File: src/rtl/countdown_timer_pkg.sv
// countdown_timer shared types and constants.
// Holds the FSM encoding, value limits and input clamp helpers.
package countdown_timer_pkg;

  typedef enum logic [1:0] {
    ST_IDLE    = 2'd0,
    ST_RUNNING = 2'd1,
    ST_PAUSED  = 2'd2,
    ST_EXPIRED = 2'd3
  } state_e;

  localparam int unsigned SEC_MAX = 59;
  localparam int unsigned MIN_MAX = 99;
  localparam int unsigned SEC_W   = 6;
  localparam int unsigned MIN_W   = 7;

  function automatic int presc_w(input int unsigned div);
    return (div < 2) ? 1 : $clog2(div);
  endfunction

  function automatic logic [MIN_W-1:0] clamp_min(
    input logic [MIN_W-1:0] v
  );
    return (v > MIN_W'(MIN_MAX)) ? MIN_W'(MIN_MAX) : v;
  endfunction

  function automatic logic [SEC_W-1:0] clamp_sec(
    input logic [SEC_W-1:0] v
  );
    return (v > SEC_W'(SEC_MAX)) ? SEC_W'(SEC_MAX) : v;
  endfunction

endpackage

File: src/rtl/countdown_timer_down_counter.sv
// Loadable modulo down-counter: wraps from 0 to MAX.
// o_borrow flags a zero count so the next stage can borrow.
module down_counter #(
  parameter int unsigned N   = 6,
  parameter int unsigned MAX = 59
) (
  input  logic         i_clk,
  input  logic         i_rst_n,
  input  logic         i_en,
  input  logic         i_load,
  input  logic [N-1:0] i_val,
  output logic [N-1:0] o_count,
  output logic         o_borrow
);

  logic [N-1:0] count_q;
  logic [N-1:0] count_d;

  always_comb begin
    count_d = count_q;
    if (i_load) begin
      count_d = i_val;
    end else if (i_en) begin
      count_d = (count_q == '0) ? N'(MAX)
                                : count_q - N'(1);
    end
  end

  always_ff @(posedge i_clk) begin
    if (!i_rst_n) begin
      count_q <= '0;
    end else begin
      count_q <= count_d;
    end
  end

  assign o_count  = count_q;
  assign o_borrow = (count_q == '0);

endmodule

File: src/rtl/countdown_timer.sv
// Minutes:seconds countdown timer with a 1 Hz prescaler.
// Pulses o_done once and holds o_expired when it reaches 00:00.
module countdown_timer
  import countdown_timer_pkg::*;
#(
  parameter int unsigned TICK_DIV = 100_000_000
) (
  input  logic             i_clk,
  input  logic             i_rst_n,
  input  logic             i_load,
  input  logic [MIN_W-1:0] i_load_min,
  input  logic [SEC_W-1:0] i_load_sec,
  input  logic             i_start,
  input  logic             i_pause,
  output logic [MIN_W-1:0] o_min,
  output logic [SEC_W-1:0] o_sec,
  output logic             o_running,
  output logic             o_expired,
  output logic             o_done
);

  localparam int PRESC_W = presc_w(TICK_DIV);
  localparam logic [PRESC_W-1:0] PRESC_LAST =
    PRESC_W'(TICK_DIV - 1);

  state_e             state_q, state_d;
  logic [PRESC_W-1:0] presc_q, presc_d;
  logic               done_q, done_d;
  logic               ld;
  logic               tick;
  logic               last_sec;
  logic               nonzero;
  logic [SEC_W-1:0]   sec_cnt;
  logic [MIN_W-1:0]   min_cnt;
  logic               sec_bor;
  logic               min_bor;

  assign tick     = (state_q == ST_RUNNING) &&
                    (presc_q == PRESC_LAST);
  assign last_sec = tick && min_bor &&
                    (sec_cnt == SEC_W'(1));
  assign nonzero  = !(sec_bor && min_bor);

  always_comb begin
    state_d = state_q;
    presc_d = presc_q;
    done_d  = 1'b0;
    ld      = 1'b0;
    if (i_load && state_q != ST_RUNNING) begin
      ld      = 1'b1;
      state_d = ST_IDLE;
      presc_d = '0;
    end else begin
      unique case (state_q)
        ST_IDLE: begin
          if (i_start && nonzero) begin
            state_d = ST_RUNNING;
            presc_d = '0;
          end
        end
        ST_PAUSED: begin
          if (i_start && nonzero) state_d = ST_RUNNING;
        end
        ST_RUNNING: begin
          presc_d = tick ? '0 : presc_q + PRESC_W'(1);
          // Expiry wins over a pause landing on the final tick.
          if (last_sec) begin
            state_d = ST_EXPIRED;
            done_d  = 1'b1;
          end else if (i_pause) begin
            state_d = ST_PAUSED;
          end
        end
        ST_EXPIRED: ;
        default: state_d = ST_IDLE;
      endcase
    end
  end

  always_ff @(posedge i_clk) begin
    if (!i_rst_n) begin
      state_q <= ST_IDLE;
      presc_q <= '0;
      done_q  <= 1'b0;
    end else begin
      state_q <= state_d;
      presc_q <= presc_d;
      done_q  <= done_d;
    end
  end

  down_counter #(
    .N   (SEC_W),
    .MAX (SEC_MAX)
  ) u_sec (
    .i_clk    (i_clk),
    .i_rst_n  (i_rst_n),
    .i_en     (tick),
    .i_load   (ld),
    .i_val    (clamp_sec(i_load_sec)),
    .o_count  (sec_cnt),
    .o_borrow (sec_bor)
  );

  down_counter #(
    .N   (MIN_W),
    .MAX (MIN_MAX)
  ) u_min (
    .i_clk    (i_clk),
    .i_rst_n  (i_rst_n),
    .i_en     (tick && sec_bor),
    .i_load   (ld),
    .i_val    (clamp_min(i_load_min)),
    .o_count  (min_cnt),
    .o_borrow (min_bor)
  );

  assign o_min     = min_cnt;
  assign o_sec     = sec_cnt;
  assign o_running = (state_q == ST_RUNNING);
  assign o_expired = (state_q == ST_EXPIRED);
  assign o_done    = done_q;

endmodule

File: config.mk
export PLATFORM = sky130hd
export DESIGN_NAME = countdown_timer
export DESIGN_NICKNAME = d
export VERILOG_FILES = /design/src/rtl/countdown_timer_pkg.sv /design/src/rtl/countdown_timer_down_counter.sv /design/src/rtl/countdown_timer.sv
export SDC_FILE = /design/constraint.sdc
export NUM_CORES = 1
export LEC_CHECK = 0
export CAP_MARGIN = 20
export CELL_PAD_IN_SITES_DETAIL_PLACEMENT = 1
export CELL_PAD_IN_SITES_GLOBAL_PLACEMENT = 1
export CORE_ASPECT_RATIO = 0.75
export CORE_MARGIN = 1.5
export CORE_UTILIZATION = 37
export CTS_CLUSTER_SIZE = 30
export DETAILED_ROUTE_END_ITERATION = 6
export PLACE_DENSITY_LB_ADDON = 0.2
export SYNTH_ARGS = -nofsm -noshare
export SYNTH_HDL_FRONTEND = slang
export SYNTH_SLANG_ARGS = --single-unit
File: constraint.sdc
create_clock -name i_clk -period 2.1 [get_ports i_clk]
set_input_delay 0.42 -clock i_clk [delete_from_list [all_inputs] [get_ports i_clk]]
set_output_delay 0.42 -clock i_clk [all_outputs]
set_load 0.005 [all_outputs]
; ---- Word level (Yosys, flattened, before mapping)
; Cells that the tools add are included.
[word_totals]
regBits = 43
in_bits = 18
output_inout_bits = 16
word_cells = 58
[classes]
addsub = 3
order_cmp = 2
eq_ne = 9
muxes = 17
bitwise_logic = 2
reduce_logical = 20
[op_table]
columns = cell, count
row1 = $mux 27, 2
row2 = $pmux 27 s2, 1
row3 = $mux 7, 4
row4 = $add 27x1->27 const B, 1
row5 = $eq 27x27->1 const B, 1
row6 = $mux 6, 4
row7 = $reduce_bool 2->1, 4
row8 = $gt 7x7->1 const B, 1
row9 = $logic_and 1x1->1, 7
row10 = $logic_not 7->1, 1
row11 = $sub 7x1->7 const B, 1
row12 = $eq 6x1->1 const B, 1
row13 = $gt 6x6->1 const B, 1
row14 = $logic_not 6->1, 1
row15 = $mux 2, 3
row16 = $sub 6x1->6 const B, 1
row17 = $eq 2x2->1 const B, 2
row18 = $ne 2x1->1 const B, 2
row19 = $pmux 2 s2, 1
row20 = $reduce_or 2->1, 2
row21 = $ne 3x2->1 const B, 1
row22 = $reduce_and 3->1, 1
row23 = $reduce_or 3->1, 1
row24 = $eq 2x1->1 const B, 1
row25 = 6 further kinds, 8

; ---- Longest topological paths before layout
[depth]
word_depth = 6
mapped_depth = 8
mapped_depth_nobuf = 7

; ---- Cells and area by module
; A second synthesis with hierarchy kept.
[unflattened]
hier_cells = 296
hier_area_um2 = 2487.4
[by_module_without_submodules]
columns = mod, instances, cells_per_inst, area_each_um2, seq_area_each_um2
row1 = countdown_timer, 1, 191, 1610.3, 600.6
row2 = down_counter at u_min, 1, 58, 478.0, 140.1
row3 = down_counter at u_sec, 1, 47, 399.1, 120.1

; ---- Worst setup path before layout
; OpenSTA, ideal clock, no wires.
[synth_path]
path_kind = reg-to-reg
startpoint = register state_q[0]
endpoint = register u_min.count_q[0], in the netlist u_min.o_count[0]
setup_time_ns = 0.123
t_arrival_ns = 1.995
required_time_ns = 1.977
slack_ns = -0.018
path_stages_with_launch = 7
n_path_buf = 1
period_less_slack_ns = 2.118
path_cell_list = dfxtp_1 buf_2 or4b_1 or3_4 nor3_2 a21o_2 mux2_1
[synth_between]
elab_chain_cells = 4
elab_cells_between_ends = 8
classes_between = eq/ne: 2 / mux: 2 / reduce/logical: 4
[synth_lines]
columns = item, line
row1 = "start, declared", countdown_timer.sv:26  ; state_e state_q, state_d;
row2 = "start signal, assigned", countdown_timer.sv:86  ; state_q <= state_d;
row3 = $ne 2x1->1 or $eq 2x1->1 (tied branches), "countdown_timer.sv:49, countdown_timer.sv:38"
row4 = $logic_and 1x1->1 (on tied branches), "countdown_timer.sv:49, countdown_timer.sv:38"
row5 = $mux 1 or $logic_and 1x1->1 (tied branches), "countdown_timer.sv:49, countdown_timer.sv:111"
row6 = $mux 7 or $reduce_bool 2->1 (tied branches), --
row7 = "end signal, assigned", countdown_timer_down_counter.sv:33  ; count_q <= count_d;
row8 = "end, declared", countdown_timer_down_counter.sv:16  ; logic [N-1:0] count_q;
; Several ways; a longest one is shown, not always the timed one.
; A chain may end at the register's enable or synchronous reset.

; ---- Worst setup path in the final report
[layout_path]
startpoint = register u_min.count_q[0], in the netlist u_min.o_count[0]
endpoint = register presc_q[9]
[layout_between]
elab_chain_cells = 6
[layout_lines]
columns = item, line
row1 = $logic_not 7->1, countdown_timer_down_counter.sv:38  ; assign o_borrow = (count_q == '0);
row2 = $logic_and 1x1->1, countdown_timer.sv:42  ; assign nonzero = !(sec_bor && min_bor);
row3 = $logic_not 1->1, countdown_timer.sv:42
row4 = $logic_and 1x1->1, countdown_timer.sv:56  ; if (i_start && nonzero) begin
row5 = $ne 2x2->1 (no source line), --
row6 = $reduce_and 2->1 (no source line), --
row7 = "end signal, assigned", countdown_timer.sv:87  ; presc_q <= presc_d;
row8 = "end, declared", countdown_timer.sv:27  ; logic [PRESC_W-1:0] presc_q, presc_d;
; No other way between the ends.

==> flow_summary.yaml <==
clock_tree:
  clkSlewWorstSetupHoldPaths_ps: 90
  cts_tree: "done"
  cts_hold_buf: 0
  htreeDepth: 2
  cts_sinks: 43
  clkLatencyLatePin_ps: 310
  cts_buffers: 5
  clock_path_buffers: 2
  cts-root-buf: "clkbuf_8"
flow_run:
  maxCapViolations: 0
route:
  vias: 2918
  drtIter0Drc: 130
  drc: 0
  drt-total-wl_um: 9820
  vias_per_cell: 6.02
  ant_nets: 0
  wl_per_cell_um: 20.2
  first_pass_iters: 4
grt:
  grt_max_degree: 22
  globalRouteMet3Util: 0.0339
  grt_usage: 0.243
  antenna_found_initial: 0
  grt_pass1_wl_um: 14300
  grt_pass1_vias: 2769
  grt_util_met2: 0.367
  busiest_layer: "met2"
  grt_overflow: 0
  grtUsageMet1: 0.364
critical_path:
  cp.arrival_ps: 2380
  reg2reg_slack_ps: -80
  crit_fanout: 8
  cp-start-kind: "flip-flop"
  cp.required_ps: 2300
  timing.rr.start: "u_min.o_count[0]"
  cp-end-kind: "flip-flop"
  ff2ff_path_depth: 8
  crit_start: "u_min.o_count[0]"
  endpoint: "presc_q[9]"
  regToRegEndpoint: "presc_q[9]"
  critical_path_class: "reg -> reg"
status:
  violations: "setup timing"
  status: "finished, violations left"
floorplanning:
  start_util: 0.382
  core_um2: 6830
  die_w_um: 100
  die-height_um: 75.8
  fp-row-count: 26
  ioPinCount: 34
  die_area_um2: 7580
synth:
  synth_top_flop_cell: "dfxtp_1"
  yosysWarningCount: 0
  ys_types: 61
  async_flop_share: 0
  netlist_area_um2: 2610
  syn_nets: 337
  synthCells: 314
  avgSynthCellArea_um2: 8.32
  synth_edf_count: 0
  yosysTopAreaCell: "dfxtp_1"
  synth_top_area_share: 0.330
  ys_ff_latch: 43
  yosys-top-cells-area: "dfxtp_1, nor2_1, xnor2_1, nand2_1, or4_1"
  yosysSeqAreaShare: 0.330
placed_design:
  place_congestion: 0.873
  place_hpwl_um: 6640
  io_buffer_count: 33
  dpl_cell_area_um2: 3410
  preCtsSetupSlack_ps: -39.0
timing:
  setup_violations: 2
  fmax_mhz: 459
  setup_slack_ps: -77.0
  worst_pin_slew_ps: 799
  slew_violations: 0
  fin_crit_ps: 2180
  hold_ws_ps: 493
  final-hold-violation-count: 0
  rsz0062_at_grt: "true"
  clock_skew_ps: 3.76
  relSlewSlack: 0.454
  period_share: 1.04
cells_and_area:
  fillers: 800
  fin_nets: 423
  antennaDiodeCount: 0
  drive_gt1_frac: 0.282
  final_cell_area_um2: 3770
  area_growth_pct: 44.2
pwr:
  internal_power_mw: 1.55
  powerDensity_nw_per_um2: 596
  p_comb_frac: 0.298
  p_clk_frac: 0.313
  p_sw_frac: 0.309
  p_switching_mw: 0.693
  pwr-share-seq: 0.389
  p_leak_nw: 1.40
  ir_drop_uv: 278
min_path:
  hp-class: "reg -> reg"
[state kept, by name, indices dropped and copies added, names as in the netlist]
name and cells:
presc_q 27, u_min.o_count 7, u_sec.o_count 6, state_q 2, o_done 1
[layer usage]
layer  share of wire  routed length [um]  vias up
met3           0.039                 383       11
li1                -                   -     1380
met4           0.012                 114        0
met5               0                   0        -
met2            0.44                4330       57
met1            0.51                4990     1470
[placed cells by master (no fill, tap or decap), drive strengths merged, types with 11 or more instances in the layout]
cell           synthesis  final
buf                    4     60
dfxtp                 43     43
clkdlybuf4s50          0     33
nor2                  27     27
nand2                 24     24
nand3                 17     17
a21oi                 15     15
nand4                 12     12
nor3                  12     12
o21ai                 12     12
or4                   12     12
xnor2                 11     11
[kinds of logic after synthesis]
kind of cell / synth area share
AOI/OAI and AO/OA: 0.209
muxes: 0.0120
and+or+nand+nor: 0.346
xor gates and xnor gates: 0.0402
buffers and inverters: 0.0393
DFF: 0.330
adders and majority gates: 0.0240
[worst min-delay path by stage]
stage                      startpoint     endpoint  depth (start not counted)  slack, ps
after CTS                 presc_q[16]  presc_q[16]                          2        490
after global placement    presc_q[23]  presc_q[23]                          2        470
after detailed placement  presc_q[16]  presc_q[16]                          2        480
final                     presc_q[16]  presc_q[16]                          2        490
after global routing      presc_q[16]  presc_q[16]                          2        530
after floorplan           presc_q[26]  presc_q[26]                          2        450
[power groups by stage]
| stage | Sequential (mW) | Clock, mW | Combinational (mW) |
|---|---|---|---|
| 5_1_grt | 0.876 | 0.740 | 0.719 |
| 2_1_floorplan | 0.899 | 0 | 0.272 |
| 3_5_place_dp | 0.889 | 0 | 0.570 |
| 3_3_place_gp | 0.888 | 0 | 0.556 |
| 4_1_cts | 0.871 | 0.711 | 0.581 |
| 6_report | 0.873 | 0.702 | 0.669 |
[final cells by class]
| type | instances | area (um^2) | area share |
|---|---|---|---|
| inverters | 11 | 41.3 | 0.0110 |
| repair buffers | 94 | 830 | 0.220 |
| well taps | 84 | 105 | 0.0279 |
| clock buffers | 6 | 82.6 | 0.0219 |
| multi-input cells | 245 | 1800 | 0.479 |
| clock inverters | 2 | 35.0 | 0.00930 |
| flip-flops and latches | 43 | 868 | 0.231 |
[worst max-delay path: stages (launching register included)]
cell and delay (ps):
dfxtp_2 350, inv_1 80, ha_4 160, nor4b_4 140
buf_4 150, and3_4 180, a2111oi_0 750, xnor2_1 200
nor2_1 60
[Yosys cell counts (8+ instances only)]
library cell	instances
a211oi_1	8
a21oi_1	15
clkbuf_1	11
dfxtp_1	43
inv_1	10
nand2_1	24
nand3_1	17
nand4_1	11
nor2_1	27
nor3_1	11
o21ai_0	11
or4_1	12
xnor2_1	11
[through the flow]
step | utilization | TNS [ps] | instances | total power, mW
after floorplan | - | 0 | 314 | 1.17
after global placement | 0.499 | 0 | 469 | 1.44
after detailed placement | 0.499 | -51.5 | 469 | 1.46
after CTS | 0.518 | 0 | 478 | 2.16
after global routing | 0.551 | -807 | 485 | 2.33
final | 0.551 | -90.1 | 485 | 2.24
[repair_timing]
action	in CTS	in global routing
gates resized for setup	6	36
endpoints found under the setup margin	7	35
cloned	0	2
pin swaps	2	10
buffers inserted	1	5
No activity file was read; power rests on OpenSTA's default activity.
